File: config.mk
export PLATFORM = sky130hd
export DESIGN_NAME = pu_riscv_if_queue
export DESIGN_NICKNAME = d
export VERILOG_FILES = /design/src/rtl/pu_riscv_if_queue.sv
export SDC_FILE = /design/constraint.sdc
export NUM_CORES = 1
export LEC_CHECK = 0
export BUFFER_PORTS_ARGS = -buffer_cell sky130_fd_sc_hd__buf_2
export CORE_MARGIN = 5
export CORE_UTILIZATION = 60
export DETAILED_ROUTE_END_ITERATION = 8
export PLACE_DENSITY = 0.88
export SETUP_SLACK_MARGIN = 0.02
export SYNTH_ARGS = -nofsm -noshare
export SYNTH_HDL_FRONTEND = slang
export SYNTH_SLANG_ARGS = --single-unit
File: constraint.sdc
create_clock -name clk -period 14.7 [get_ports clk]
set_input_delay 2.205 -clock clk [delete_from_list [all_inputs] [get_ports clk]]
set_output_delay 2.205 -clock clk [all_outputs]
set_load 0.01 [all_outputs]
File: src/rtl/pu_riscv_if_queue.sv
// Instruction-fetch queue: owns the fetch PC, issues in-order imem requests and buffers parcels for decode.
// Optional feature macro: PU_RISCV_IF_BPREDICT_EN (honour bp_predict/bp_nxt_pc).
module pu_riscv_if_queue #(
  parameter int unsigned     XLEN           = 64,
  parameter int unsigned     ILEN           = 32,
  parameter int unsigned     DEPTH          = 4,
  parameter logic [XLEN-1:0] PC_INIT        = 'h200,
  parameter int unsigned     EXCEPTION_SIZE = 16
) (
  input  logic                      clk,
  input  logic                      rstn,
  output logic                      imem_req,
  output logic [XLEN-1:0]           imem_adr,
  input  logic                      imem_ack,
  input  logic                      imem_parcel_valid,
  input  logic [ILEN-1:0]           imem_parcel,
  input  logic                      imem_parcel_error,
  input  logic [1:0]                bp_predict,
  input  logic [XLEN-1:0]           bp_nxt_pc,
  input  logic                      bu_flush,
  input  logic                      st_flush,
  input  logic                      du_flush,
  input  logic [XLEN-1:0]           bu_nxt_pc,
  input  logic [XLEN-1:0]           st_nxt_pc,
  input  logic                      id_stall,
  output logic [XLEN-1:0]           if_pc,
  output logic [ILEN-1:0]           if_instr,
  output logic                      if_bubble,
  output logic [1:0]                if_bp_predict,
  output logic [EXCEPTION_SIZE-1:0] if_exception
);

  localparam int unsigned               PW           = $clog2(DEPTH);
  localparam int unsigned               CW           = PW + 1;
  localparam logic [CW:0]               DEPTH_W      = (CW+1)'(DEPTH);
  localparam logic [ILEN-1:0]           NOP          = ILEN'(32'h0000_0013);
  localparam logic [EXCEPTION_SIZE-1:0] EXC_MISALIGN = EXCEPTION_SIZE'(1);
  localparam logic [EXCEPTION_SIZE-1:0] EXC_ACCESS   = EXCEPTION_SIZE'(2);

  logic [XLEN-1:0]           fetch_pc;
  logic [CW-1:0]             outstanding;
  logic [CW-1:0]             discard;
  logic [CW-1:0]             fifo_count;
  logic                      halt;
  logic [PW-1:0]             wr_ptr, rd_ptr, req_wr_ptr, req_rd_ptr;

  logic [XLEN-1:0]           fifo_pc    [DEPTH];
  logic [ILEN-1:0]           fifo_instr [DEPTH];
  logic [1:0]                fifo_pred  [DEPTH];
  logic [EXCEPTION_SIZE-1:0] fifo_exc   [DEPTH];
  logic [XLEN-1:0]           req_pc_q   [DEPTH];
  logic [1:0]                req_pred_q [DEPTH];

  logic                      flush_any, credit, aligned, accept;
  logic                      resp_keep, misalign_push, push, pop, push_fault;
  logic [XLEN-1:0]           next_pc, push_pc;
  logic [ILEN-1:0]           push_instr;
  logic [1:0]                push_pred, req_pred_in;
  logic [EXCEPTION_SIZE-1:0] push_exc;

  assign flush_any     = st_flush | bu_flush | du_flush;
  assign credit        = ({1'b0, fifo_count} + {1'b0, outstanding}) < DEPTH_W;
  assign aligned       = (fetch_pc[1:0] == 2'b00);
  assign imem_req      = rstn & ~halt & ~flush_any & credit & aligned;
  assign imem_adr      = fetch_pc;
  assign accept        = imem_req & imem_ack;
  assign resp_keep     = rstn & imem_parcel_valid & (discard == '0) & ~flush_any;
  // Misaligned entry waits for all in-flight responses so queue order is preserved
  assign misalign_push = rstn & ~halt & ~flush_any & ~aligned & credit &
                         (outstanding == '0) & ~imem_parcel_valid;
  assign push          = resp_keep | misalign_push;
  assign pop           = rstn & ~id_stall & ~flush_any & (fifo_count != '0);
  assign push_fault    = misalign_push | (resp_keep & imem_parcel_error);

`ifdef PU_RISCV_IF_BPREDICT_EN
  assign next_pc     = bp_predict[1] ? bp_nxt_pc : fetch_pc + XLEN'(4);
  assign req_pred_in = bp_predict;
`else
  logic unused_bp;
  assign unused_bp   = ^{bp_predict, bp_nxt_pc};
  assign next_pc     = fetch_pc + XLEN'(4);
  assign req_pred_in = 2'b00;
`endif

  // Entry to push: returned parcel (tagged with its request) or a synthetic misaligned NOP
  always_comb begin
    push_pc    = fetch_pc;
    push_instr = NOP;
    push_pred  = 2'b00;
    push_exc   = EXC_MISALIGN;
    if (resp_keep) begin
      push_pc    = req_pc_q[req_rd_ptr];
      push_instr = imem_parcel_error ? NOP : imem_parcel;
      push_pred  = req_pred_q[req_rd_ptr];
      push_exc   = imem_parcel_error ? EXC_ACCESS : '0;
    end
  end

  always_ff @(posedge clk) begin
    if (accept) begin
      req_pc_q[req_wr_ptr]   <= fetch_pc;
      req_pred_q[req_wr_ptr] <= req_pred_in;
    end
    if (push) begin
      fifo_pc[wr_ptr]    <= push_pc;
      fifo_instr[wr_ptr] <= push_instr;
      fifo_pred[wr_ptr]  <= push_pred;
      fifo_exc[wr_ptr]   <= push_exc;
    end
  end

  always_ff @(posedge clk) begin
    if (!rstn) begin
      fetch_pc      <= PC_INIT;
      outstanding   <= '0;
      discard       <= '0;
      fifo_count    <= '0;
      halt          <= 1'b0;
      wr_ptr        <= '0;
      rd_ptr        <= '0;
      req_wr_ptr    <= '0;
      req_rd_ptr    <= '0;
      if_pc         <= PC_INIT;
      if_instr      <= NOP;
      if_bubble     <= 1'b1;
      if_bp_predict <= 2'b00;
      if_exception  <= '0;
    end else begin
      if (st_flush)      fetch_pc <= st_nxt_pc;
      else if (bu_flush) fetch_pc <= bu_nxt_pc;
      else if (accept)   fetch_pc <= next_pc;

      // Request tags stay in step with the bus, doomed or not
      if (accept)            req_wr_ptr <= req_wr_ptr + PW'(1);
      if (imem_parcel_valid) req_rd_ptr <= req_rd_ptr + PW'(1);
      case ({accept, imem_parcel_valid})
        2'b10:   outstanding <= outstanding + CW'(1);
        2'b01:   outstanding <= outstanding - CW'(1);
        default: ;
      endcase

      if (flush_any)                               discard <= outstanding - CW'(imem_parcel_valid);
      else if (imem_parcel_valid && discard != '0) discard <= discard - CW'(1);

      if (flush_any)       halt <= 1'b0;
      else if (push_fault) halt <= 1'b1;

      if (flush_any) begin
        fifo_count <= '0;
        wr_ptr     <= rd_ptr;
      end else begin
        if (push) wr_ptr <= wr_ptr + PW'(1);
        if (pop)  rd_ptr <= rd_ptr + PW'(1);
        case ({push, pop})
          2'b10:   fifo_count <= fifo_count + CW'(1);
          2'b01:   fifo_count <= fifo_count - CW'(1);
          default: ;
        endcase
      end

      // Decode bundle: bubble on flush, pop when decode accepts
      if (flush_any) begin
        if_bubble     <= 1'b1;
        if_instr      <= NOP;
        if_bp_predict <= 2'b00;
        if_exception  <= '0;
      end else if (!id_stall) begin
        if (fifo_count != '0) begin
          if_pc         <= fifo_pc[rd_ptr];
          if_instr      <= fifo_instr[rd_ptr];
          if_bp_predict <= fifo_pred[rd_ptr];
          if_exception  <= fifo_exc[rd_ptr];
          if_bubble     <= 1'b0;
        end else begin
          if_bubble     <= 1'b1;
          if_instr      <= NOP;
          if_bp_predict <= 2'b00;
          if_exception  <= '0;
        end
      end
    end
  end

endmodule

==> flow_metrics.py <==
metrics = {
    "floorplanning": {
        "boundaryPins": 415,
        "initial_utilization_pct": 60.6,
        "die-width_um": 246,
        "height_of_the_die_um": 246,
        "placeableCoreArea_mm2": 0.0552,
        "die-area_mm2": 0.0605,
        "row_count": 86,
    },
    "logic_synthesis": {
        "largest_cells_by_area_after_synthesis": "edfxtp_1 58%, dfxtp_1 11%, mux4_2 11%, nand2_1 2.4%, mux2_2 2.0%",
        "synth-compound-area-share_pct": 6.64,
        "fraction_of_synthesis_flops_using_an_asynchronous_set_or_reset_pin_pct": 0,
        "muxShareOfSynthArea_pct": 13.4,
        "synth-simple-area-share_pct": 7.08,
        "synth_top_cell_by_area": "edfxtp_1",
        "synth_edf_count": 648,
        "syn_area_mm2": 0.0334,
        "synth_area_per_cell_um2": 15.7,
        "yosys_most_used_dff": "edfxtp_1",
        "yosysTopAreaCellShare_pct": 58.2,
        "combinational_family_with_the_most_area_after_synthesis": "multiplexers",
        "post_synth_xor_area_fraction_pct": 0.655,
        "post_synth_inst_count": 2129,
        "seq_area_frac_synth_pct": 69.3,
        "synth-seq-cells": 833,
        "yosys_warnings": 0,
        "synth_adder_area_share_pct": 0.756,
        "netlist-cell-type-count": 71,
    },
    "critical_path": {
        "worst_r2r_endpoint": "fifo_pc[2][62]$_DFFE_PP_",
        "worst_r2r_path_depth": 8,
        "startpoint_type": "input pin",
        "reg2reg_setup_slack_ps": 10700,
        "critPathArrivalTime_ps": 4320,
        "critical_path_data_required_time_ps": 12490,
        "timing.setup.critical_path_class": "in2out",
        "crit_fanout": 46,
        "endpoint_kind": "output port",
        "critical_path.reg2reg.startpoint": "discard[0]$_SDFFE_PN0P_",
    },
    "timing": {
        "setup_total_neg_slack_ps": 0,
        "finalSetupViolCount": 0,
        "final_period_minus_worst_setup_slack_ps": 6530,
        "final_clock_skew_ps": 28.5,
        "number_of_max_slew_violations_in_the_final_report": 0,
        "final_min_period_over_clock_period_pct": 44.4,
        "tightest_slew_ps": 1340,
        "clock.fmax_mhz": 153,
        "grt_setup_unrepaired": "no",
        "final-hold-violation-count": 0,
        "timing.slew.headroom_pct": 9.81,
    },
    "route": {
        "firstDrtPassIters": 7,
        "antenna_violating_nets_post_route": 0,
        "remaining_drc_errors": 0,
        "avgViaCountPerCell": 6.63,
        "drt-wirelength-per-cell_um": 27.8,
        "detailroute.via_count": 21729,
        "wirelength_um": 91100,
        "initialDrtViolationCount": 2927,
    },
    "final_layout": {
        "final_design_area_no_fill_mm2": 0.0386,
        "finish.utilization_pct": 70.0,
        "commonest_cells_after_routing_fill_and_taps_aside": "648 x edfxtp_1, 332 x buf_2, 215 x nand2_1, 179 x dfxtp_1, 162 x mux4_2",
        "final_common_cell": "edfxtp_1",
        "drive_gt1_share_pct": 29.9,
        "final_nets": 2708,
        "layout-area-overhead-vs-synth_pct": 15.5,
        "nFillCells": 3363,
    },
    "power": {
        "power-per-cell-area_mw_per_mm2": 130,
        "static-leakage-power_nw": 13.0,
        "internal_power_mw": 3.94,
        "total_switching_power_mw": 1.08,
        "total_power_mw": 5.02,
        "switching_share_pct": 21.4,
        "pwr-share-clk_pct": 42.8,
        "combinationalPowerShare_pct": 4.9,
        "worst_voltage_drop_across_the_vdd_grid_mv": 0.0867,
        "power.sequential.fraction_pct": 52.3,
    },
    "placement": {
        "place_area_mm2": 0.0358,
        "gpl.final_weighted_congestion": 0.945,
        "detailed_place_hpwl_um": 54500,
        "port_buffers": 332,
    },
    "clocking": {
        "cts_sinks": 833,
        "cts-root-buf": "clkbuf_16",
        "h_tree_lvl_count": 3,
        "ctsHoldBuffers": 0,
        "worst_setup_hold_path_clk_slew_ps": 60,
        "cts_setup_buffers": 0,
        "cts_tree": "done",
        "clock_tree.buffer_depth": 3,
        "tritoncts.num_buffers": 82,
        "post_cts_resize_count": 0,
        "clk-insertion-delay-late_ps": 630,
    },
    "min_path": {
        "timing.hold.worst_endpoint": "if_pc[23]$_SDFFE_PN0P_",
        "timing.hold.worst.class": "reg2reg",
        "worst_hold_path.num_cells": 2,
        "worst_min_path_start": "if_pc[23]$_SDFFE_PN0P_",
    },
    "global_routing": {
        "grt_use_total_pct": 29.9,
        "first_global_vias": 22057,
        "grt_overflow_total": 0,
        "antenna_found_initial": 5,
        "grt_first_pass_wirelength_um": 136000,
        "pin_count_of_the_biggest_net_entering_global_routing": 81,
    },
    "status": {
        "run_status": "finished clean",
    },
    "flow_run": {
        "cap_viol_max_count": 0,
    },
}
==> critical path: stages <==
cell and delay (ps):
buf_2 80, buf_4 520, or4b_1 510, buf_4 230, nor4b_1 330, buf_4 230
buf_2 150
==> synthesized netlist by cell type, types with 24 or more instances <==
| cell type | number |
|---|---|
| clkbuf_1 | 93 |
| mux4_2 | 162 |
| nor3_1 | 24 |
| mux2_2 | 58 |
| a22o_1 | 33 |
| buf_1 | 26 |
| nand3_1 | 34 |
| a21oi_1 | 127 |
| nor2_1 | 89 |
| inv_1 | 24 |
| and2_1 | 46 |
| nand2_1 | 216 |
| dfxtp_1 | 185 |
| o21ai_0 | 56 |
| edfxtp_1 | 648 |
==> stage by stage <==
stage | hold WS [ps] | instances | setup slack (ps)
after floorplan | 465 | 2144 | 8140
after global placement | 443 | 3118 | 7920
after detailed placement | 446 | 3118 | 7800
after CTS | 454 | 3270 | 8270
after global routing | 475 | 3273 | 8190
final | 451 | 3277 | 8170
==> registers in the layout, summed over array words and instances, names as in the netlist, 3 cells and up, named ones only <==
| signal | count |
|---|---|
| discard | 3 |
| fifo_count | 3 |
| fifo_exc | 8 |
| fifo_instr | 128 |
| fifo_pc | 256 |
| if_instr | 32 |
| if_pc | 64 |
| imem_adr | 64 |
| outstanding | 3 |
| req_pc_q | 256 |
==> layout make-up <==
cell class	count	area [um2]	area share [%]
diodes	7	17.5	0.0453
inverters	26	100	0.259
flip-flops and latches	833	23200	60.0
well taps	748	936	2.42
repair buffers	369	1940	5.02
clock inverters	31	327	0.845
clock buffers	121	2470	6.38
multi-input cells	1142	9670	25.0
==> metal layers <==
metal  GRT usage (%)  wire length [um]  vias up  part of all wire, %
met5               0                 0        -                    0
met4            12.8              4020        0                  4.4
met3            6.87             11200      310                   12
met2            49.0             44800     1712                   49
met1            39.1             31100    10738                   34
li1                -                 -     8969                    -
==> worst max path at each step <==
stage	from	end
6_report	rstn	imem_req
5_1_grt	rstn	imem_req
4_1_cts	rstn	imem_req
3_5_place_dp	rstn	fifo_pc[1][8]$_DFFE_PP_
3_3_place_gp	rstn	fifo_pc[0][5]$_DFFE_PP_
2_1_floorplan	rstn	fifo_exc[0][0]$_DFFE_PP_
==> kinds of logic (layout without fill, tap and decap cells) <==
kind of cell | after synthesis | count (layout)
adder cells (fa/ha/maj) | 19 | 19
multiplexers | 239 | 239
AO/OA/AOI/OAI | 339 | 339
AND/OR/NAND/NOR | 504 | 504
flip-flops | 833 | 833
other | 1 | 23
buffers and inverters | 169 | 547
XOR/XNOR | 25 | 25
==> power by group through the flow <==
stage	sequential, mW	combinational (mW)	clock (mW)
finish	2.62	0.246	2.15
global route	2.62	0.261	2.28
CTS	2.62	0.241	2.16
detailed placement	2.67	0.237	0
global placement	2.66	0.225	0
floorplan	2.65	0.150	0
No activity file was read; power rests on OpenSTA's default activity.
